===== src/rtl/reg_writeback_unit_pkg.sv =====
// Shared types and widths for the register writeback unit.
package reg_writeback_unit_pkg;

    localparam int NUM_REGISTERS = 16;
    localparam int SEL_WIDTH     = 4;
    localparam int DATA_WIDTH    = 32;
    localparam int WB_FIFO_DEPTH = 4;

    typedef logic [SEL_WIDTH-1:0]  sel_t;
    typedef logic [DATA_WIDTH-1:0] data_t;

    // One buffered result heading for the register file.
    typedef struct packed {
        sel_t  sel;
        data_t data;
    } wb_entry_t;

    typedef enum logic [1:0] {
        SRC_ALU    = 2'd0,
        SRC_MEM    = 2'd1,
        SRC_MULDIV = 2'd2
    } wb_source_e;

    // True when the write port is committing to register sel this cycle.
    function automatic logic write_hits(logic we, sel_t ws, sel_t s);
        return we && (ws == s);
    endfunction

endpackage


===== src/rtl/reg_writeback_unit_if.sv =====
// Handshake, scoreboard and write-port signals of the writeback unit.
interface reg_writeback_unit_if;

    logic                              reserve_en;
    reg_writeback_unit_pkg::sel_t      reserve_sel;
    logic                              reserve_ok;

    logic                              alu_valid, mem_valid, md_valid;
    logic                              alu_ready, mem_ready, md_ready;
    reg_writeback_unit_pkg::sel_t      alu_sel, mem_sel, md_sel;
    reg_writeback_unit_pkg::data_t     alu_data, mem_data, md_data;

    logic                              wb_hold;

    reg_writeback_unit_pkg::sel_t      query_sel_ra, query_sel_rb, query_sel_rc;
    logic                              busy_ra, busy_rb, busy_rc;

    logic                              write_en;
    reg_writeback_unit_pkg::sel_t      write_sel;
    reg_writeback_unit_pkg::data_t     write_data;

    // Producer/decode side driving the unit.
    modport master (
        output reserve_en, reserve_sel,
        input  reserve_ok,
        output alu_valid, mem_valid, md_valid,
        input  alu_ready, mem_ready, md_ready,
        output alu_sel, mem_sel, md_sel, alu_data, mem_data, md_data,
        output wb_hold,
        output query_sel_ra, query_sel_rb, query_sel_rc,
        input  busy_ra, busy_rb, busy_rc,
        input  write_en, write_sel, write_data
    );

    // The writeback unit itself.
    modport slave (
        input  reserve_en, reserve_sel,
        output reserve_ok,
        input  alu_valid, mem_valid, md_valid,
        output alu_ready, mem_ready, md_ready,
        input  alu_sel, mem_sel, md_sel, alu_data, mem_data, md_data,
        input  wb_hold,
        input  query_sel_ra, query_sel_rb, query_sel_rc,
        output busy_ra, busy_rb, busy_rc,
        output write_en, write_sel, write_data
    );

endinterface


===== src/rtl/reg_writeback_unit_wb_fifo.sv =====
// Small synchronous FIFO of writeback entries, count-based occupancy.
module wb_fifo
    import reg_writeback_unit_pkg::*;
#(
    parameter int DEPTH = WB_FIFO_DEPTH
) (
    input  logic      clk,
    input  logic      rst,
    input  logic      push,
    input  wb_entry_t push_entry,
    input  logic      pop,
    output wb_entry_t head,
    output logic      full,
    output logic      empty
);

    localparam int PW = $clog2(DEPTH);
    localparam int CW = PW + 1;

    wb_entry_t       mem [DEPTH];
    logic [PW-1:0]   wr_ptr, rd_ptr;
    logic [CW-1:0]   count;
    logic            do_push, do_pop;

    assign full    = (count == CW'(DEPTH));
    assign empty   = (count == '0);
    assign do_push = push && !full;
    assign do_pop  = pop && !empty;
    assign head    = mem[rd_ptr];

    // Storage needs no reset; occupancy alone decides what is valid.
    always_ff @(posedge clk) begin
        if (do_push) mem[wr_ptr] <= push_entry;
    end

    // Pointers wrap naturally because DEPTH is a power of two.
    always_ff @(posedge clk or posedge rst) begin
        if (rst) begin
            wr_ptr <= '0;
            rd_ptr <= '0;
            count  <= '0;
        end else begin
            if (do_push) wr_ptr <= wr_ptr + 1'b1;
            if (do_pop)  rd_ptr <= rd_ptr + 1'b1;
            case ({do_push, do_pop})
                2'b10:   count <= count + 1'b1;
                2'b01:   count <= count - 1'b1;
                default: count <= count;
            endcase
        end
    end

endmodule


===== src/rtl/reg_writeback_unit.sv =====
// Register-file write port producer: arbitrates three result sources into a
// FIFO, issues one registered write per cycle, and tracks pending registers.
module reg_writeback_unit
    import reg_writeback_unit_pkg::*;
#(
    parameter int FIFO_DEPTH = WB_FIFO_DEPTH
) (
    input  logic                 clk,
    input  logic                 rst,
    reg_writeback_unit_if.slave  bus
);

    logic                     full, empty, accept, push, pop;
    wb_source_e               src;
    wb_entry_t                push_entry, head;
    logic [NUM_REGISTERS-1:0] pending, pending_nxt;

    // Fixed priority mem > md > alu; readiness ignores any same-cycle pop.
    assign bus.mem_ready = !rst && !full;
    assign bus.md_ready  = !rst && !full && !bus.mem_valid;
    assign bus.alu_ready = !rst && !full && !bus.mem_valid && !bus.md_valid;

    // Pick which source (if any) completes its handshake this cycle.
    always_comb begin
        accept = 1'b0;
        src    = SRC_ALU;
        if (bus.mem_valid && bus.mem_ready) begin
            accept = 1'b1;
            src    = SRC_MEM;
        end else if (bus.md_valid && bus.md_ready) begin
            accept = 1'b1;
            src    = SRC_MULDIV;
        end else if (bus.alu_valid && bus.alu_ready) begin
            accept = 1'b1;
            src    = SRC_ALU;
        end
    end

    // Route the winning source's result into the FIFO entry.
    always_comb begin
        push_entry = '0;
        case (src)
            SRC_MEM:    push_entry = '{sel: bus.mem_sel, data: bus.mem_data};
            SRC_MULDIV: push_entry = '{sel: bus.md_sel,  data: bus.md_data};
            default:    push_entry = '{sel: bus.alu_sel, data: bus.alu_data};
        endcase
    end

    // Results for r0 complete the handshake but are dropped.
    assign push = accept && (push_entry.sel != '0);
    assign pop  = !empty && !bus.wb_hold;

    wb_fifo #(.DEPTH(FIFO_DEPTH)) u_fifo (
        .clk        (clk),
        .rst        (rst),
        .push       (push),
        .push_entry (push_entry),
        .pop        (pop),
        .head       (head),
        .full       (full),
        .empty      (empty)
    );

    // Registered write port; sel/data hold when no pop happens.
    always_ff @(posedge clk or posedge rst) begin
        if (rst) begin
            bus.write_en   <= 1'b0;
            bus.write_sel  <= '0;
            bus.write_data <= '0;
        end else begin
            bus.write_en <= pop;
            if (pop) begin
                bus.write_sel  <= head.sel;
                bus.write_data <= head.data;
            end
        end
    end

    // A write in flight frees its register, since write_data is bypassed.
    assign bus.reserve_ok = !pending[bus.reserve_sel] ||
                            write_hits(bus.write_en, bus.write_sel, bus.reserve_sel);

    assign bus.busy_ra = pending[bus.query_sel_ra] &&
                         !write_hits(bus.write_en, bus.write_sel, bus.query_sel_ra);
    assign bus.busy_rb = pending[bus.query_sel_rb] &&
                         !write_hits(bus.write_en, bus.write_sel, bus.query_sel_rb);
    assign bus.busy_rc = pending[bus.query_sel_rc] &&
                         !write_hits(bus.write_en, bus.write_sel, bus.query_sel_rc);

    // Clear on commit first, then set, so a same-edge reservation wins.
    always_comb begin
        pending_nxt = pending;
        if (bus.write_en) pending_nxt[bus.write_sel] = 1'b0;
        if (bus.reserve_en && bus.reserve_ok && (bus.reserve_sel != '0))
            pending_nxt[bus.reserve_sel] = 1'b1;
        pending_nxt[0] = 1'b0;
    end

    // Scoreboard state.
    always_ff @(posedge clk or posedge rst) begin
        if (rst) pending <= '0;
        else     pending <= pending_nxt;
    end

endmodule


===== src/flat_wrapper.sv =====
// flat-port wrapper written by rule: the top's interface ports become plain ports
module reg_writeback_unit_flat import reg_writeback_unit_pkg::*;
#(
    parameter int FIFO_DEPTH = WB_FIFO_DEPTH
)
  (clk, rst, bus_reserve_en, bus_reserve_sel, bus_reserve_ok, bus_alu_valid, bus_mem_valid, bus_md_valid, bus_alu_ready, bus_mem_ready, bus_md_ready, bus_alu_sel, bus_mem_sel, bus_md_sel, bus_alu_data, bus_mem_data, bus_md_data, bus_wb_hold, bus_query_sel_ra, bus_query_sel_rb, bus_query_sel_rc, bus_busy_ra, bus_busy_rb, bus_busy_rc, bus_write_en, bus_write_sel, bus_write_data);
  reg_writeback_unit_if bus_i ();
  input  logic clk;
  input  logic rst;
  input wire logic [$bits(bus_i.reserve_en)-1:0] bus_reserve_en;
  input wire logic [$bits(bus_i.reserve_sel)-1:0] bus_reserve_sel;
  output wire logic [$bits(bus_i.reserve_ok)-1:0] bus_reserve_ok;
  input wire logic [$bits(bus_i.alu_valid)-1:0] bus_alu_valid;
  input wire logic [$bits(bus_i.mem_valid)-1:0] bus_mem_valid;
  input wire logic [$bits(bus_i.md_valid)-1:0] bus_md_valid;
  output wire logic [$bits(bus_i.alu_ready)-1:0] bus_alu_ready;
  output wire logic [$bits(bus_i.mem_ready)-1:0] bus_mem_ready;
  output wire logic [$bits(bus_i.md_ready)-1:0] bus_md_ready;
  input wire logic [$bits(bus_i.alu_sel)-1:0] bus_alu_sel;
  input wire logic [$bits(bus_i.mem_sel)-1:0] bus_mem_sel;
  input wire logic [$bits(bus_i.md_sel)-1:0] bus_md_sel;
  input wire logic [$bits(bus_i.alu_data)-1:0] bus_alu_data;
  input wire logic [$bits(bus_i.mem_data)-1:0] bus_mem_data;
  input wire logic [$bits(bus_i.md_data)-1:0] bus_md_data;
  input wire logic [$bits(bus_i.wb_hold)-1:0] bus_wb_hold;
  input wire logic [$bits(bus_i.query_sel_ra)-1:0] bus_query_sel_ra;
  input wire logic [$bits(bus_i.query_sel_rb)-1:0] bus_query_sel_rb;
  input wire logic [$bits(bus_i.query_sel_rc)-1:0] bus_query_sel_rc;
  output wire logic [$bits(bus_i.busy_ra)-1:0] bus_busy_ra;
  output wire logic [$bits(bus_i.busy_rb)-1:0] bus_busy_rb;
  output wire logic [$bits(bus_i.busy_rc)-1:0] bus_busy_rc;
  output wire logic [$bits(bus_i.write_en)-1:0] bus_write_en;
  output wire logic [$bits(bus_i.write_sel)-1:0] bus_write_sel;
  output wire logic [$bits(bus_i.write_data)-1:0] bus_write_data;
  assign bus_i.reserve_en = bus_reserve_en;
  assign bus_i.reserve_sel = bus_reserve_sel;
  assign bus_reserve_ok = bus_i.reserve_ok;
  assign bus_i.alu_valid = bus_alu_valid;
  assign bus_i.mem_valid = bus_mem_valid;
  assign bus_i.md_valid = bus_md_valid;
  assign bus_alu_ready = bus_i.alu_ready;
  assign bus_mem_ready = bus_i.mem_ready;
  assign bus_md_ready = bus_i.md_ready;
  assign bus_i.alu_sel = bus_alu_sel;
  assign bus_i.mem_sel = bus_mem_sel;
  assign bus_i.md_sel = bus_md_sel;
  assign bus_i.alu_data = bus_alu_data;
  assign bus_i.mem_data = bus_mem_data;
  assign bus_i.md_data = bus_md_data;
  assign bus_i.wb_hold = bus_wb_hold;
  assign bus_i.query_sel_ra = bus_query_sel_ra;
  assign bus_i.query_sel_rb = bus_query_sel_rb;
  assign bus_i.query_sel_rc = bus_query_sel_rc;
  assign bus_busy_ra = bus_i.busy_ra;
  assign bus_busy_rb = bus_i.busy_rb;
  assign bus_busy_rc = bus_i.busy_rc;
  assign bus_write_en = bus_i.write_en;
  assign bus_write_sel = bus_i.write_sel;
  assign bus_write_data = bus_i.write_data;
  reg_writeback_unit #(.FIFO_DEPTH(FIFO_DEPTH)) u_core (.clk(clk), .rst(rst), .bus(bus_i));
endmodule

===== config.mk =====
export PLATFORM = sky130hd
export DESIGN_NAME = reg_writeback_unit_flat
export DESIGN_NICKNAME = d
export VERILOG_FILES = /design/src/rtl/reg_writeback_unit_pkg.sv /design/src/rtl/reg_writeback_unit_if.sv /design/src/rtl/reg_writeback_unit_wb_fifo.sv /design/src/rtl/reg_writeback_unit.sv /design/src/flat_wrapper.sv
export SDC_FILE = /design/constraint.sdc
export NUM_CORES = 1
export LEC_CHECK = 0
export CAP_MARGIN = 10
export CORE_UTILIZATION = 45
export DETAILED_ROUTE_END_ITERATION = 6
export PLACE_DENSITY = 0.69
export SYNTH_ARGS = -nofsm -noshare
export SYNTH_HDL_FRONTEND = slang
export SYNTH_SLANG_ARGS = --single-unit

===== constraint.sdc =====
create_clock -name clk -period 3.3 [get_ports clk]
set_input_delay 0.33 -clock clk [delete_from_list [all_inputs] [get_ports clk]]
set_output_delay 0.33 -clock clk [all_outputs]
set_load 0.02 [all_outputs]

Word level (Yosys, flattened, before mapping)
Memory sizes are Yosys's and may differ from the RTL's. A register that Yosys moved wholly into a read port is not among the register bits.
Cells that the tools add are included.
{"block": "totals", "reg_bits": 23, "ramBits": 144, "memories": 1, "elab_cells": 88, "output_inout_bits": 44, "in_bits": 131}
{"memory": "u_core.u_fifo.mem", "words": 4, "width": 36, "rd": 1, "rd_ports_with_merged_regs": 1, "wr": 1, "line": "reg_writeback_unit_wb_fifo.sv:20", "text": "wb_entry_t mem [DEPTH];"}
{"block": "op_classes", "eq_ne": 9, "n_lt_le_gt_ge": 7, "bitwise": 3, "mux": 23, "addsub": 4, "n_reduce_logical": 36}
{"cell": "36-bit case mux with 2 select lines", "count": 1}
{"cell": "16-bit 2-to-1 mux", "count": 2}
{"cell": "4-bit by 5-bit < comparator with 1-bit output (second input constant)", "count": 5}
{"cell": "1-bit logical AND", "count": 21}
{"cell": "16-bit bitwise AND", "count": 1}
{"cell": "1-bit binary-select mux with 4-bit select", "count": 4}
{"cell": "4-bit == test", "count": 4}
{"cell": "16-bit inverter", "count": 1}
{"cell": "16-bit bitwise OR", "count": 1}
{"cell": "1-bit 2-to-1 mux", "count": 11}
{"cell": "1-bit zero test", "count": 10}
{"cell": "1-bit demux with 4-bit select", "count": 2}
{"cell": "4-bit by 1-bit greater-or-equal comparator with 1-bit output (second input constant)", "count": 2}
{"cell": "4-bit nonzero test", "count": 2}
{"cell": "3-bit case mux with 2 select lines", "count": 1}
{"cell": "2-bit by 1-bit adder with 2-bit output (second input constant)", "count": 2}
{"cell": "2-bit by 1-bit == test with 1-bit output (second input constant)", "count": 2}
{"cell": "2-bit == test (second input constant)", "count": 2}
{"cell": "2-bit 2-to-1 mux", "count": 2}
{"cell": "3-bit by 1-bit adder with 3-bit output (second input constant)", "count": 1}
{"cell": "3-bit == test (second input constant)", "count": 1}
{"cell": "3-bit zero test", "count": 1}
{"cell": "3-bit by 1-bit subtractor with 3-bit output (second input constant)", "count": 1}
{"cell": "2-bit nonzero test", "count": 1}
{"cell": "1-bit logical OR", "count": 1}

Depth between registers and ports, before layout
Gate-level depths: netlist (run 1).
{"block": "logic_depth", "word_depth": 14, "depth_mapped": 12}

Cells and area by module
Synthesis (run 1) repeated with hierarchy kept, for this count alone.
{"block": "unflattened", "hier_cells": 655, "hier_area_um2": 9495.4}
{"mod": "wb_fifo", "seq_area_each_um2": 4499.3, "area_per_inst_um2": 5639.2, "cells_each": 226, "instances": 1}
{"mod": "reg_writeback_unit", "seq_area_each_um2": 1301.2, "area_per_inst_um2": 3856.2, "cells_each": 429, "instances": 1}

Worst setup path before layout (run 1)
No wires, ideal clock.
{"block": "synth_path", "path_type": "register to register", "start": "reg u_core.u_fifo.count[2]", "end": "reg u_core.u_fifo.count[2]", "path_stages_with_launch": 12, "n_path_buf": 0, "setup_ns": 0.079, "path_slack_ns": 0.825, "period_less_slack_ns": 2.475, "required_ns": 3.221, "arrival_time_ns": 2.396, "cell_sequence": "dfrtp_1 -> nor3b_2 -> or3_4 -> a211o_1 -> o21a_4 -> inv_1 -> ha_1 -> inv_1 -> fa_1 -> xor2_1 -> nor2_1 -> xor2_1"}
{"block": "synth_between", "elab_chain_len": 14, "elab_cells_between_ends": 29}
{"item": "start, declared", "line": "reg_writeback_unit_wb_fifo.sv:22", "text": "logic [CW-1:0] count;"}
{"item": "start signal, assigned", "line": "reg_writeback_unit_wb_fifo.sv:46", "text": "2'b10: count <= count + 1'b1;"}
{"item": "start signal, assigned", "line": "reg_writeback_unit_wb_fifo.sv:47", "text": "2'b01: count <= count - 1'b1;"}
{"item": "start signal, assigned", "line": "reg_writeback_unit_wb_fifo.sv:48", "text": "default: count <= count;"}
{"item": "3-bit == test", "line": "reg_writeback_unit_wb_fifo.sv:25", "text": "assign full = (count == CW'(DEPTH));"}
{"item": "1-bit zero test"}
{"item": "1-bit logical AND", "line": "reg_writeback_unit.sv:19, reg_writeback_unit.sv:20, reg_writeback_unit.sv:21"}
{"item": "1-bit logical AND", "line": "reg_writeback_unit.sv:20, reg_writeback_unit.sv:21"}
{"item": "1-bit logical AND", "line": "reg_writeback_unit.sv:30", "text": "end else if (bus.md_valid && bus.md_ready) begin"}
{"item": "2-bit 2-to-1 mux", "line": "reg_writeback_unit.sv:30"}
{"item": "2-bit 2-to-1 mux", "line": "reg_writeback_unit.sv:27", "text": "if (bus.mem_valid && bus.mem_ready) begin"}
{"item": "2-bit == test / 2-bit by 1-bit == test with 1-bit output (equally long branches)", "line": "reg_writeback_unit.sv:42", "text": "case (src)"}
{"item": "36-bit case mux with 2 select lines", "line": "reg_writeback_unit.sv:42"}
{"item": "4-bit nonzero test", "line": "reg_writeback_unit.sv:50", "text": "assign push = accept && (push_entry.sel != '0);"}
{"item": "1-bit logical AND", "line": "reg_writeback_unit.sv:50"}
{"item": "1-bit logical AND", "line": "reg_writeback_unit_wb_fifo.sv:27", "text": "assign do_push = push && !full;"}
{"item": "2-bit by 1-bit == test with 1-bit output / 2-bit == test (equally long branches)", "line": "reg_writeback_unit_wb_fifo.sv:45", "text": "case ({do_push, do_pop})"}
{"item": "3-bit case mux with 2 select lines / 2-bit nonzero test (equally long branches)"}
Several ways; a longest one is shown, not always the timed one.
A chain may end at the register's enable or synchronous reset.

Worst setup path after layout (run 1)
{"block": "layout_path", "start": "in bus_reserve_sel[0]", "end": "out bus_reserve_ok"}
{"block": "layout_between", "elab_chain_len": 4, "elab_cells_between_ends": 6}
{"item": "start, declared", "line": "flat_wrapper.sv:11", "text": "input wire logic [$bits(bus_i.reserve_sel)-1:0] bus_reserve_sel;"}
{"item": "1-bit binary-select mux with 4-bit select", "line": "reg_writeback_unit.sv:80", "text": "assign bus.reserve_ok = !pending[bus.reserve_sel] ||"}
{"item": "1-bit 2-to-1 mux (not written as such)", "line": "reg_writeback_unit.sv:80"}
{"item": "1-bit zero test", "line": "reg_writeback_unit.sv:80"}
{"item": "1-bit logical OR (*)", "line": "reg_writeback_unit.sv:80"}
{"item": "end, declared", "line": "flat_wrapper.sv:12", "text": "output wire logic [$bits(bus_i.reserve_ok)-1:0] bus_reserve_ok;"}
Every way passes the cells marked *; elsewhere a longest branch is shown, timed or not. The select of a mux whose other input is x is not followed.

==> results_dict.tcl, run 1 <==
set metrics [dict create \
    status "complete, no violations" \
    r2r-end "u_core.u_fifo.count[2]" \
    insertion_delay_ps 500 \
    core_um2 19700 \
    cp.required_ps 2970 \
    cts_tree "done" \
    cts_buffers 22 \
    startpoint "bus_reserve_sel[0]" \
    ys_types 42 \
    numPortBuffers 174 \
    post-synth-top-count-cell "edfxtp_1" \
    die_w_um 145 \
    cts.sinks 203 \
    p_leak_nw 4.14 \
    final_layout_size_suffix_gt1_share_pct 20.0 \
    endpoint "bus_reserve_ok" \
    dp_hpwl_um 15400 \
    routed_wl_um 22900 \
    post-place-ws_ps 228 \
    yosys_warnings 0 \
    fin_tns_setup_ps 0 \
    period_minus_slack_ps 3070 \
    netlist_area_um2 9180 \
    cts_max_path_buffers 3 \
    worst_slack_ps 230 \
    cts_resized 0 \
    r2r_start "u_core.u_fifo.count[0]" \
    maxCapViolations 0 \
    post-route-period-util_pct 93.0 \
    final-seq-area_um2 5800 \
    vias_per_cell 5.83 \
    critPathArrivalTime_ps 2740 \
    grt_use_total_pct 22.8 \
    final_max_slew_viol_count 0 \
    synthesis.instances 592 \
    multi_input_area_um2 3150 \
    gp_congestion 0.856 \
    ys_ff_latch 203 \
    die_h_um 145 \
    ir_drop_mv 0.476 \
    cp-end-kind "output pin" \
    synthFlopType "edfxtp_1" \
    hp-class "in2async" \
    synth-async-reset-ratio_pct 29.1 \
    ys_seq_area_share_pct 63.2 \
    power_density_nw_per_um2 848 \
    wl_per_cell_um 22.0 \
    finish.utilization_pct 60.7 \
    grt_pass1_vias 6328 \
    fmax_mhz 326 \
    tightest_slew_ps 990 \
    rsz0062_at_grt "false" \
    fillers 1449 \
    grt_pass1_wl_um 35000 \
    grt_max_degree 47 \
    vias 6077 \
    io-pin-count 175 \
    yosysTopAreaCell "edfxtp_1" \
    synthTopCellsByArea "edfxtp_1 (47%), dfrtp_1 (16%), mux4_2 (13%)" \
    ctsHoldBuffers 0 \
    reg2regPathDepth 12 \
    clkTransAtPathRegs_ps 60 \
    dpl_cell_area_um2 11300 \
    reg2reg_slack_ps 560 \
    antenna_found_initial 2 \
    design_area_um2 12000 \
    first_pass_iters 5 \
    fin_nets 897 \
    synth_edf_count 144 \
    path_max_fanout 8 \
    slew_headroom_pct 34.0 \
    area_growth_pct 30.5 \
    grt-ovfl-total 0 \
    clockRootBuffer "clkbuf_16" \
    postSynthAreaPerCell_um2 15.5 \
    crit_path_start_kind "primary input" \
    row_count 51 \
    clock_skew_ps 14.6 \
    antenna_left 0 \
    critPathKind "in2out" \
    drc 0 \
    postCtsSetupBuffers 0 \
    ctsHtreeMaxLevel 1 \
    synth_top_area_share_pct 47.1 \
    drt_iter0_markers 345 \
    initial_core_util_pct 46.5 \
    hold_viol_final 0 \
    netlist_top_cells_count "edfxtp_1 (144), o22ai_1 (60), dfrtp_1 (59), mux4_2 (51)" \
    die_area_um2 21000 \
    setup_viol 0 \
    holdWs_ps 230 \
    syn_nets 729 \
]
-- metal layers --
layer	routed length, um	up-vias	track usage (%)
met5	0	-	0
met2	11000	257	38.2
met1	9350	3071	28.8
met3	1840	50	5.33
met4	659	0	8.86
li1	-	2699	-
-- layout by cell type (no fill, tap or decap), types with 10 or more instances in the layout --
| cell type | n |
|---|---|
| clkdlybuf4s50_1 | 173 |
| edfxtp_1 | 144 |
| o22ai_1 | 60 |
| dfrtp_1 | 57 |
| mux4_2 | 51 |
| mux2_2 | 37 |
| o21ai_0 | 37 |
| a21oi_1 | 34 |
| clkbuf_16 | 23 |
| nand3b_1 | 15 |
| nand2_1 | 14 |
| xor2_1 | 12 |
| xnor2_1 | 10 |
-- power by group --
part	switching [W]	leakage [nW]	internal [W]	total, W
Combinational	0.00161	1.79	0.00189	0.00350
Sequential	0.000673	2.00	0.00356	0.00424
Clock	0.000954	0.349	0.00146	0.00242
Total	0.00324	4.14	0.00692	0.0102
-- sequential cells by signal, summed over array words and instances, names as in the netlist --
| name | cells |
|---|---|
| u_core.u_fifo.mem | 144 |
| u_core.u_fifo.wr_ptr | 2 |
| u_core.bus.write_sel | 4 |
| u_core.bus.write_data | 32 |
| u_core.pending | 15 |
| u_core.u_fifo.count | 3 |
| u_core.u_fifo.rd_ptr | 2 |
| u_core.bus.write_en | 1 |
-- cells by family (layout without fill, tap and decap cells) --
logic type / after synthesis / count (layout) / share of synthesized area, %
XOR/XNOR: 22 / 22 / 2.10
other: 0 / 2 / 0
buffers and inverters: 56 / 240 / 2.48
AO/OA/AOI/OAI: 149 / 149 / 9.33
adder cells (fa/ha/maj): 6 / 6 / 0.900
flip-flops: 203 / 203 / 63.2
AND/OR/NAND/NOR: 58 / 58 / 3.76
multiplexers: 98 / 98 / 18.2
-- final cells by class --
cell class | count | area share [%]
inverters | 12 | 0.376
multi-input cells | 333 | 26.3
clock inverters | 9 | 0.867
well taps | 265 | 2.77
clock buffers | 31 | 5.14
repair buffers | 188 | 16.0
diodes | 2 | 0.0418
flip-flops and latches | 203 | 48.5
-- critical path, cell delays in order --
cell	delay [ps]
clkdlybuf4s50_1	700
mux4_2	560
mux2_2	310
nand2_1	70
o21ai_0	70
o21ai_0	90
clkdlybuf4s50_1	620
-- worst min-delay path by stage --
| stage | startpoint | endpoint | slack, ps | depth (start not counted) |
|---|---|---|---|---|
| 2_1_floorplan | u_core.u_fifo.count[2] | u_core.u_fifo.count[2] | 450 | 1 |
| 3_3_place_gp | u_core.u_fifo.count[2] | u_core.u_fifo.count[2] | 470 | 1 |
| 3_5_place_dp | u_core.bus.write_data[6] | u_core.bus.write_data[6] | 500 | 1 |
| 4_1_cts | rst | u_core.bus.write_data[23] | 230 | 2 |
| 5_1_grt | rst | u_core.bus.write_sel[1] | 250 | 2 |
| 6_report | rst | u_core.u_fifo.wr_ptr[1] | 230 | 2 |
-- per-stage QoR --
step | total power [W] | std cells
final | 0.0102 | 1043
after global routing | 0.0107 | 1042
after CTS | 0.0103 | 1041
after detailed placement | 0.00782 | 1001
after global placement | 0.00769 | 1001
after floorplan | 0.00631 | 592
No activity file was read; power rests on OpenSTA's default activity.
==> run 2: changes to the inputs <==
==> constraint.sdc (replaced) <==
create_clock -name clk -period 3.4 [get_ports clk]
set_input_delay 0.34 -clock clk [delete_from_list [all_inputs] [get_ports clk]]
set_output_delay 0.34 -clock clk [all_outputs]
set_load 0.05 [all_outputs]
==> results_dict.tcl, run 2 (same netlist as run 1, synthesis figures left out) <==
set metrics [dict create \
    die_area_um2 21000 \
    grt_pass1_vias 6359 \
    critPathArrivalTime_ps 2830 \
    postCtsSetupBuffers 0 \
    startpoint "bus_query_sel_rb[0]" \
    hold_viol_final 0 \
    die_h_um 145 \
    antenna_found_initial 3 \
    drc 0 \
    rsz0062_at_grt "false" \
    vias_per_cell 5.88 \
    final_max_slew_viol_count 0 \
    fmax_mhz 315 \
    cp.required_ps 3060 \
    layout_commonest_cell "clkdlybuf4s50_1" \
    holdWs_ps 432 \
    clockRootBuffer "clkbuf_16" \
    fin_nets 897 \
    vias 6112 \
    antenna_left 0 \
    io-pin-count 175 \
    grt_max_degree 46 \
    final_layout_size_suffix_gt1_share_pct 19.8 \
    dpl_cell_area_um2 11200 \
    cp-end-kind "output pin" \
    top_register "u_core.u_fifo.mem" \
    routed_wl_um 22400 \
    ir_drop_mv 0.369 \
    grt-ovfl-total 0 \
    first_pass_iters 5 \
    top_regs "u_core.u_fifo.mem x144, u_core.bus.write_data x32, u_core.pending x15" \
    grt_use_total_pct 22.1 \
    tightest_slew_ps 1010 \
    clkTransAtPathRegs_ps 60 \
    die_w_um 145 \
    post-route-period-util_pct 93.3 \
    period_minus_slack_ps 3170 \
    crit_path_start_kind "primary input" \
    numPortBuffers 174 \
    initial_core_util_pct 46.5 \
    dp_hpwl_um 15400 \
    wl_per_cell_um 21.5 \
    largest_reg_flops 144 \
    ctsHtreeMaxLevel 1 \
    crit_chain "clkdlybuf4s50_1 > mux4_2 > mux4_2 > inv_1 > a31oi_1 > clkdlybuf4s50_1" \
    p_leak_nw 4.12 \
    ctsHoldBuffers 0 \
    critPathKind "in2out" \
    max_stage_delay_ps 720 \
    slowest_stage "clkdlybuf4s50_1" \
    status "complete, no violations" \
    reg2reg_slack_ps 660 \
    cp.buffers_inverters 3 \
    drt_iter0_markers 356 \
    maxCapViolations 0 \
    grt_pass1_wl_um 34400 \
    area_growth_pct 29.8 \
    design_area_um2 11900 \
    cts.sinks 203 \
    gp_congestion 0.826 \
    row_count 51 \
    hp-class "in2async" \
    cts_tree "done" \
    clock_skew_ps 16.3 \
    multi_input_area_um2 3150 \
    slew_headroom_pct 32.3 \
    insertion_delay_ps 490 \
    core_um2 19700 \
    final_cell_mix "clkdlybuf4s50_1 (171), edfxtp_1 (144), o22ai_1 (60)" \
    fillers 1473 \
    critical_path.top_delay_family "buffers and inverters" \
    final-seq-area_um2 5800 \
    setup_viol 0 \
    path_max_fanout 5 \
    cts_buffers 20 \
    r2r_start "u_core.u_fifo.count[0]" \
    fin_tns_setup_ps 0 \
    cts_max_path_buffers 3 \
    cts_resized 0 \
    power_density_nw_per_um2 867 \
]
run 2: layout make-up:
| cell class | instances | area share (%) |
|---|---|---|
| diodes | 2 | 0.0420 |
| repair buffers | 190 | 16.1 |
| clock inverters | 7 | 0.903 |
| well taps | 265 | 2.78 |
| inverters | 12 | 0.378 |
| clock buffers | 28 | 4.63 |
| multi-input cells | 333 | 26.5 |
| flip-flops and latches | 203 | 48.7 |
run 2: per-stage QoR:
| step | std cells | utilization [%] | total power (W) | setup slack [ps] |
|---|---|---|---|---|
| finish | 1040 | 60.4 | 0.0103 | 227 |
| CTS | 1038 | 60.4 | 0.0104 | 206 |
| floorplan | 592 | - | 0.00671 | 700 |
| global route | 1038 | 60.4 | 0.0108 | 124 |
| detailed placement | 1003 | 57.0 | 0.00818 | 212 |
| global placement | 1003 | 57.0 | 0.00805 | 270 |
run 2: final timing paths:
check                                             to  cells after the start
setup reg to reg              u_core.u_fifo.count[2]                     12
setup / recovery                         bus_busy_rb                      6
hold / removal               u_core.bus.write_sel[1]                      2
max in group asynchronous  u_core.bus.write_data[14]                      3
min in group clk            u_core.u_fifo.mem[1][32]                      4
hold reg to reg            u_core.bus.write_data[16]                      1
run 2: power breakdown:
part,switching [W],internal (W),total (W)
clock network,0.000864,0.00136,0.00222
logic,0.00216,0.00183,0.00399
registers,0.000655,0.00346,0.00411
run 2: metal layers:
metal	part of all wire (%)	global-route usage, %	wire (um)	vias to the layer above
li1	-	-	-	2691
met1	40	27.5	8860	3073
met2	50	38.4	11100	296
met3	8.2	4.57	1850	50
met4	2.5	7.92	557	2
met5	0.076	0	17	-
==> run 3: changes to the inputs <==
- GPL_ROUTABILITY_DRIVEN: unset -> 0
- SETUP_SLACK_MARGIN: unset -> 0.2
==> results_dict.tcl, run 3 (same netlist as run 1, synthesis figures left out) <==
set metrics [dict create \
    status "complete, no violations" \
    grt_use_total_pct 21.6 \
    grt_pass1_vias 6200 \
    numPortBuffers 174 \
    top_regs "u_core.u_fifo.mem x144, u_core.bus.write_data x32, u_core.pending x15" \
    final_layout_size_suffix_gt1_share_pct 19.7 \
    post-route-period-util_pct 86.7 \
    ctsHtreeMaxLevel 1 \
    fmax_mhz 339 \
    antenna_left 0 \
    cp.required_ps 3060 \
    cts_resized 0 \
    clockRootBuffer "clkbuf_16" \
    holdWs_ps 460 \
    slew_headroom_pct 31.9 \
    dpl_cell_area_um2 11200 \
    area_growth_pct 29.2 \
    period_minus_slack_ps 2950 \
    cts_buffers 20 \
    hold_viol_final 0 \
    ctsHoldBuffers 0 \
    postCtsSetupBuffers 0 \
    die_area_um2 21000 \
    die_h_um 145 \
    drt_iter0_markers 341 \
    clkTransAtPathRegs_ps 60 \
    top_register "u_core.u_fifo.mem" \
    critPathKind "reg2out" \
    rsz0062_at_grt "false" \
    first_pass_iters 4 \
    final_max_slew_viol_count 0 \
    insertion_delay_ps 480 \
    die_w_um 145 \
    ir_drop_mv 0.438 \
    cts_tree "done" \
    cts.sinks 203 \
    cts_max_path_buffers 3 \
    grt-ovfl-total 0 \
    fin_nets 896 \
    path_max_fanout 4 \
    io-pin-count 175 \
    largest_reg_flops 144 \
    clock_skew_ps 4.71 \
    multi_input_area_um2 3150 \
    initial_core_util_pct 46.5 \
    grt_pass1_wl_um 33700 \
    post-place-ws_ps 217 \
    tightest_slew_ps 1020 \
    setup_viol 0 \
    worst_slack_ps 452 \
    power_density_nw_per_um2 852 \
    fillers 1474 \
    crit_chain "nor3b_2 > or2_2 > nor3_1 > clkdlybuf4s50_1" \
    crit_path_start_kind "flip-flop" \
    cp-end-kind "output pin" \
    wl_per_cell_um 21.3 \
    antenna_found_initial 4 \
    layout_commonest_cell "clkdlybuf4s50_1" \
    critPathArrivalTime_ps 2610 \
    core_um2 19700 \
    design_area_um2 11900 \
    maxCapViolations 0 \
    grt_max_degree 46 \
    hp-class "in2async" \
    final_cell_mix "clkdlybuf4s50_1 (168), edfxtp_1 (144), o22ai_1 (60)" \
    routed_wl_um 22200 \
    row_count 51 \
    vias 6031 \
    dp_hpwl_um 15300 \
    final-seq-area_um2 5800 \
    vias_per_cell 5.79 \
    fin_tns_setup_ps 0 \
    slowest_stage "clkdlybuf4s50_1" \
    p_leak_nw 4.12 \
    max_stage_delay_ps 890 \
    drc 0 \
]
-- run 3: cell types whose count changed in the layout (fill, tap and decap cells not counted) --
cell / previous run / this run
clkdlybuf4s50_1: 171 / 168
buf_4: 13 / 12
dlymetal6s2s_1: 0 / 3
bufinv_16: 3 / 0
clkinv_2: 2 / 4
clkbuf_8: 0 / 1
diode_2: 2 / 4
clkinv_1: 3 / 4
-- run 3: worst max-delay path: cells and delay by family (launching register included) --
kind / cells / cell delay [ps]
and+or+nand+nor: 3 / 830
DFF: 1 / 400
buffers and inverters: 1 / 890
-- run 3: routing by layer --
layer,vias to the layer above,global-route usage (%),wire length [um]
met5,-,0,12
met4,2,8.03,609
met3,51,4.97,1730
met2,262,37.7,11100
met1,3026,26.2,8800
li1,2690,-,-
-- run 3: path summary, 6_finish.rpt --
check / slack [ps] / cells after the start / start / endpoint
max: 450 / 4 / u_core.u_fifo.count[2] / bus_alu_ready
min: 460 / 2 / rst / u_core.bus.write_en
max reg2reg: 650 / 12 / u_core.u_fifo.count[0] / u_core.u_fifo.count[2]
min reg2reg: 500 / 1 / u_core.u_fifo.count[2] / u_core.u_fifo.count[2]
max in group asynchronous: 2210 / 3 / rst / u_core.bus.write_data[0]
min in group clk: 500 / 4 / bus_md_valid / u_core.u_fifo.mem[2][32]
-- run 3: where the power goes --
part	switching (W)	leakage (nW)	internal (W)	total [W]
sequential	0.000660	2.00	0.00346	0.00412
combinational	0.00215	1.82	0.00183	0.00398
clock	0.000851	0.295	0.00115	0.00200
total	0.00366	4.12	0.00644	0.0101
-- run 3: layout make-up --
type | count | share of cell area [%]
sequential | 203 | 48.9
multi-input combinational | 333 | 26.6
antenna | 4 | 0.0844
clock buffer | 29 | 4.77
clock inverter | 7 | 0.264
tap | 265 | 2.80
timing repair buffer | 189 | 16.1
inverter | 12 | 0.380
-- run 3: through the flow --
step | instances | util, % | total power, W
after floorplan | 592 | - | 0.00671
after global placement | 1002 | 57.0 | 0.00804
after detailed placement | 1002 | 57.0 | 0.00818
after CTS | 1038 | 60.0 | 0.0102
after global routing | 1039 | 60.1 | 0.0106
final | 1042 | 60.1 | 0.0101
